**src/rtl/rotary_input_conditioner.sv**
```systemverilog
// Rotary encoder pin conditioner: sync, debounce, step classification.
// Presents clean a/b, one-cycle cw/ccw/err strobes and a wrapping position.
module rotary_input_conditioner #(
    parameter int DEBOUNCE_CYCLES = 50000,
    parameter int CNT_WIDTH       = 16
) (
    input  logic       clk,
    input  logic       reset_n,
    input  logic       a_raw,
    input  logic       b_raw,
    output logic       a,
    output logic       b,
    output logic       change,
    output logic       cw,
    output logic       ccw,
    output logic       err,
    output logic [7:0] position
);

    localparam logic [CNT_WIDTH-1:0] CNT_MAX =
        CNT_WIDTH'(DEBOUNCE_CYCLES - 1);
    localparam logic [CNT_WIDTH-1:0] CNT_ONE = CNT_WIDTH'(1);

    logic                 a_m;
    logic                 b_m;
    logic                 s_a;
    logic                 s_b;
    logic [CNT_WIDTH-1:0] cnt_a;
    logic [CNT_WIDTH-1:0] cnt_b;
    logic [CNT_WIDTH-1:0] cnt_a_nxt;
    logic [CNT_WIDTH-1:0] cnt_b_nxt;
    logic                 a_nxt;
    logic                 b_nxt;
    logic [1:0]           ab_diff;
    logic [1:0]           idx_old;
    logic [1:0]           idx_new;
    logic                 fwd;
    logic                 cw_nxt;
    logic                 ccw_nxt;
    logic                 err_nxt;
    logic [7:0]           pos_nxt;

    // Two-flop synchronizers for the asynchronous encoder pins
    always_ff @(posedge clk) begin
        if (!reset_n) begin
            a_m <= 1'b0;
            b_m <= 1'b0;
            s_a <= 1'b0;
            s_b <= 1'b0;
        end else begin
            a_m <= a_raw;
            b_m <= b_raw;
            s_a <= a_m;
            s_b <= b_m;
        end
    end

    // Per-channel debounce: accept a level after a full run of mismatches
    always_comb begin
        a_nxt     = a;
        b_nxt     = b;
        cnt_a_nxt = '0;
        cnt_b_nxt = '0;
        if (s_a != a) begin
            if (cnt_a == CNT_MAX) begin
                a_nxt = s_a;
            end else begin
                cnt_a_nxt = cnt_a + CNT_ONE;
            end
        end
        if (s_b != b) begin
            if (cnt_b == CNT_MAX) begin
                b_nxt = s_b;
            end else begin
                cnt_b_nxt = cnt_b + CNT_ONE;
            end
        end
    end

    // Classify old->new {a,b}; the cw cycle 00,10,11,01 is Gray code on {b,a}
    always_comb begin
        ab_diff = {a ^ a_nxt, b ^ b_nxt};
        idx_old = {b, b ^ a};
        idx_new = {b_nxt, b_nxt ^ a_nxt};
        fwd     = (idx_new == idx_old + 2'd1);
        cw_nxt  = 1'b0;
        ccw_nxt = 1'b0;
        err_nxt = 1'b0;
        pos_nxt = position;
        unique case (1'b1)
            (ab_diff == 2'b11): begin
                err_nxt = 1'b1;
            end
            (ab_diff != 2'b00 && ab_diff != 2'b11 && fwd): begin
                cw_nxt  = 1'b1;
                pos_nxt = position + 8'd1;
            end
            (ab_diff != 2'b00 && ab_diff != 2'b11 && !fwd): begin
                ccw_nxt = 1'b1;
                pos_nxt = position - 8'd1;
            end
            default: begin
                pos_nxt = position;
            end
        endcase
    end

    // Debounce state, clean outputs, strobes and position register
    always_ff @(posedge clk) begin
        if (!reset_n) begin
            cnt_a    <= '0;
            cnt_b    <= '0;
            a        <= 1'b0;
            b        <= 1'b0;
            change   <= 1'b0;
            cw       <= 1'b0;
            ccw      <= 1'b0;
            err      <= 1'b0;
            position <= 8'd0;
        end else begin
            cnt_a    <= cnt_a_nxt;
            cnt_b    <= cnt_b_nxt;
            a        <= a_nxt;
            b        <= b_nxt;
            change   <= cw_nxt | ccw_nxt | err_nxt;
            cw       <= cw_nxt;
            ccw      <= ccw_nxt;
            err      <= err_nxt;
            position <= pos_nxt;
        end
    end

endmodule

```
**config.mk**
```make
export PLATFORM = sky130hd
export DESIGN_NAME = rotary_input_conditioner
export DESIGN_NICKNAME = d
export VERILOG_FILES = /design/src/rtl/rotary_input_conditioner.sv
export SDC_FILE = /design/constraint.sdc
export NUM_CORES = 1
export LEC_CHECK = 0
export BUFFER_PORTS_ARGS = -buffer_cell sky130_fd_sc_hd__clkbuf_2
export CAP_MARGIN = 20
export CELL_PAD_IN_SITES_DETAIL_PLACEMENT = 1
export CELL_PAD_IN_SITES_GLOBAL_PLACEMENT = 2
export CORE_ASPECT_RATIO = 0.8
export CORE_MARGIN = 4
export CORE_UTILIZATION = 40
export DETAILED_ROUTE_END_ITERATION = 16
export PLACE_DENSITY_LB_ADDON = 0.05
export SYNTH_ARGS = -nofsm -noshare
export SYNTH_HDL_FRONTEND = slang
export SYNTH_SLANG_ARGS = --single-unit
```
**constraint.sdc**
```tcl
create_clock -name clk -period 7.35 [get_ports clk]
set_input_delay 0.3675 -clock clk [delete_from_list [all_inputs] [get_ports clk]]
set_output_delay 0.3675 -clock clk [all_outputs]
set_load 0.005 [all_outputs]
```
==> impl_metrics.tcl <==
set metrics [dict create \
    fin_setup_tns_ns 0 \
    cp.required_ns 7.55 \
    area_growth_syn_to_layout_pct 12.2 \
    powerDensity_nw_per_um2 188 \
    antenna_found_initial 0 \
    fin_area_um2 2740 \
    drt_iter0_drc 37 \
    root_buffer "clkbuf_8" \
    worst_pin_slew_ns 0.715 \
    yosysTopAreaCellShare_pct 40.9 \
    drt-wirelength-per-cell_um 13.5 \
    vias_per_cell 4.93 \
    syn_avg_cell_area_um2 8.96 \
    cts.sinks 50 \
    timing.critical_path.mode_cell "ha_1" \
    arrival_ns 4.16 \
    initial_utilization_pct 41.4 \
    vias 1828 \
    slew_viol_final 0 \
    hold_ws_ns 0.260 \
    cts_buffer_depth 2 \
    rows 25 \
    drive_above_1_share_pct 11.0 \
    hold_viol_final 0 \
    syn-instance-count 273 \
    crit_path_cell_trace "ha_1 -> and3_1 -> and4_1 -> and2_1 -> inv_1 -> ha_1 -> nand2_1 -> inv_1 -> ha_1 -> a21oi_1 -> o211ai_1 -> a2111oi_0 -> nor4_1 -> mux2_4 -> mux2i_1" \
    die_area_um2 7430 \
    clock_skew_ns 0.00874 \
    antennaDiodeCount 0 \
    yosysWarningCount 0 \
    outcome "finished clean" \
    io_pins 18 \
    die_w_um 95.4 \
    ff2ff_path_depth 15 \
    grt_max_degree 21 \
    cts_buffers 5 \
    slew-limit-headroom_pct 52.2 \
    cts_tree "yes" \
    grt_pass1_vias 1832 \
    ant_nets 0 \
    cts_resized 0 \
    cts_setup_buffers 0 \
    hold_path_class "input port to register" \
    maxCapViolations 0 \
    synth_top_cells_by_area "dfxtp_1 (41%), xor2_1 (6.8%), nor2_1 (6.3%)" \
    critPathCapture "position[7]" \
    r2r_end "position[7]" \
    post_dp_cell_area_um2 2600 \
    syn_nets 288 \
    die_h_um 77.9 \
    insertion_delay_ns 0.31 \
    min_from "b_raw" \
    hpwlAfterDp_um 3700 \
    peakVddDrop_mv 0.0773 \
    p_leak_nw 1.06 \
    finalSetupViolations 0 \
    cts_hold_buf 0 \
    cts.clk_slew.worst_paths_ns 0.09 \
    yosys.area.top_type "dfxtp_1" \
    cp-start-kind "register" \
    cpLargestDelayFamily "adder cells" \
    async_reset_ff_share_pct 0 \
    power.total_w 0.000515 \
    worstSetupPathDepth 15 \
    synth_area_um2 2440 \
    critPathMaxStageDelay_ns 0.54 \
    synthDistinctLibCells 46 \
    grt_pass1_wl_um 8760 \
    ys_seq_area_share_pct 40.9 \
    finalCritPeriodShare_pct 53.9 \
    r2r_setup_slack_ns 3.39 \
    core_area_um2 5910 \
    max_freq_mhz 252 \
    htreeDepth 2 \
    min_period_ns 3.96 \
    synth-main-ff-cell "dfxtp_1" \
    crit_buf_inv 2 \
    ys_ff_latch 50 \
    drt-total-wl_um 5000 \
    grt_setup_unrepaired "false" \
    cp_max_fo 10 \
    critPathLaunch "cnt_a[0]" \
    crit_path_top_delay_cell "ha_1" \
    worstSetupPathType "register to register" \
    globalRouteOverflowTotal 0 \
    synth_edf_count 0 \
    final_net_count 304 \
    drc_errors 0 \
    cp-end-kind "register" \
    dr.pass1.iters 4 \
    port_buffers 17 \
    gp_congestion 0.732 \
    grt.total_usage_pct 14.9 \
    postLayoutCoreUtil_pct 46.4 \
    reg2reg_from "cnt_a[0]" \
]
## report_power, final
part | switching (W) | internal (W)
combinational | 0.00000389 | 0.00000225
sequential | 0.00000100 | 0.000272
clock | 0.0000911 | 0.000145
## Yosys cell counts (all sizes together), types with 2 or more instances
master	n
ha	10
nand3	13
nor4	2
clkbuf	7
nand3b	2
nor2	41
and3	6
and4bb	3
nor4b	3
xor2	19
nand4	6
dfxtp	50
mux2	2
and4	3
inv	14
o21a	3
o21ai	4
and2	9
mux2i	6
a21oi	4
nor2b	10
xnor2	15
nand2	17
nor3	8
## cell type report
type	count	area, um2
clock inverters	2	60.1
fillers	698	3170
clock buffers	6	82.6
inverters	14	52.6
flip-flops and latches	50	1000
multi-input cells	201	1360
well taps	81	101
repair buffers	17	85.1
## kinds of logic after synthesis
logic type / after synthesis / share of synthesized area, %
AND/OR/NAND/NOR: 129 / 28.7
flip-flops: 50 / 40.9
XOR/XNOR: 34 / 12.2
buffers and inverters: 22 / 3.43
AO/OA/AOI/OAI: 19 / 5.27
adder cells (fa/ha/maj): 11 / 5.94
multiplexers: 8 / 3.53
## worst register-to-register path, cell delays in order (launching register included)
cell	delay, ns
dfxtp_1	0.39
ha_1	0.20
and3_1	0.25
and4_1	0.29
and2_1	0.17
inv_1	0.05
ha_1	0.54
nand2_1	0.15
inv_1	0.20
ha_1	0.26
a21oi_1	0.17
o211ai_1	0.11
a2111oi_0	0.54
nor4_1	0.12
mux2_4	0.29
mux2i_1	0.12
## state kept, by name, summed over array words and instances, names as in the netlist
signal,flops
s_a,1
cnt_b,16
b,1
change,1
a,1
ccw,1
err,1
a_m,1
s_b,1
b_m,1
cw,1
position,8
cnt_a,16
## worst min-delay path by stage
stage	end	slack, ns	depth (start not counted)
6_report	b_m	0.26	2
5_1_grt	a_m	0.25	2
4_1_cts	b_m	0.25	2
3_5_place_dp	s_b	0.42	1
3_3_place_gp	s_b	0.42	1
2_1_floorplan	s_a	0.41	1
## cell usage in the layout, fill, tap and decap left out, types with 3 or more instances in the layout
cell      instances
a21oi_1           4
and2_1            9
and3_1            6
and4_1            3
clkbuf_2         17
clkbuf_8          6
dfxtp_1          50
ha_1             10
inv_1            13
mux2i_1           6
nand2_1          17
nand3_1          13
nand4_1           5
nor2_1           41
nor2b_1          10
nor3_1            8
o21a_1            3
o21ai_0           3
xnor2_1          15
xor2_1           19
## through the flow
stage / setup slack, ns / instances
final: 3.39 / 371
after global routing: 2.91 / 371
after CTS: 3.37 / 371
after detailed placement: 3.39 / 363
after global placement: 3.52 / 363
after floorplan: 3.73 / 273
## routing by layer
layer	global-route usage (%)	vias to the layer above	part of all wire, %
met2	21.7	14	42
met4	4.69	0	1.3
met1	21.4	855	54
li1	-	951	-
met5	0	-	0
met3	3.88	8	3.0
Power figures use the tool's default switching activity.
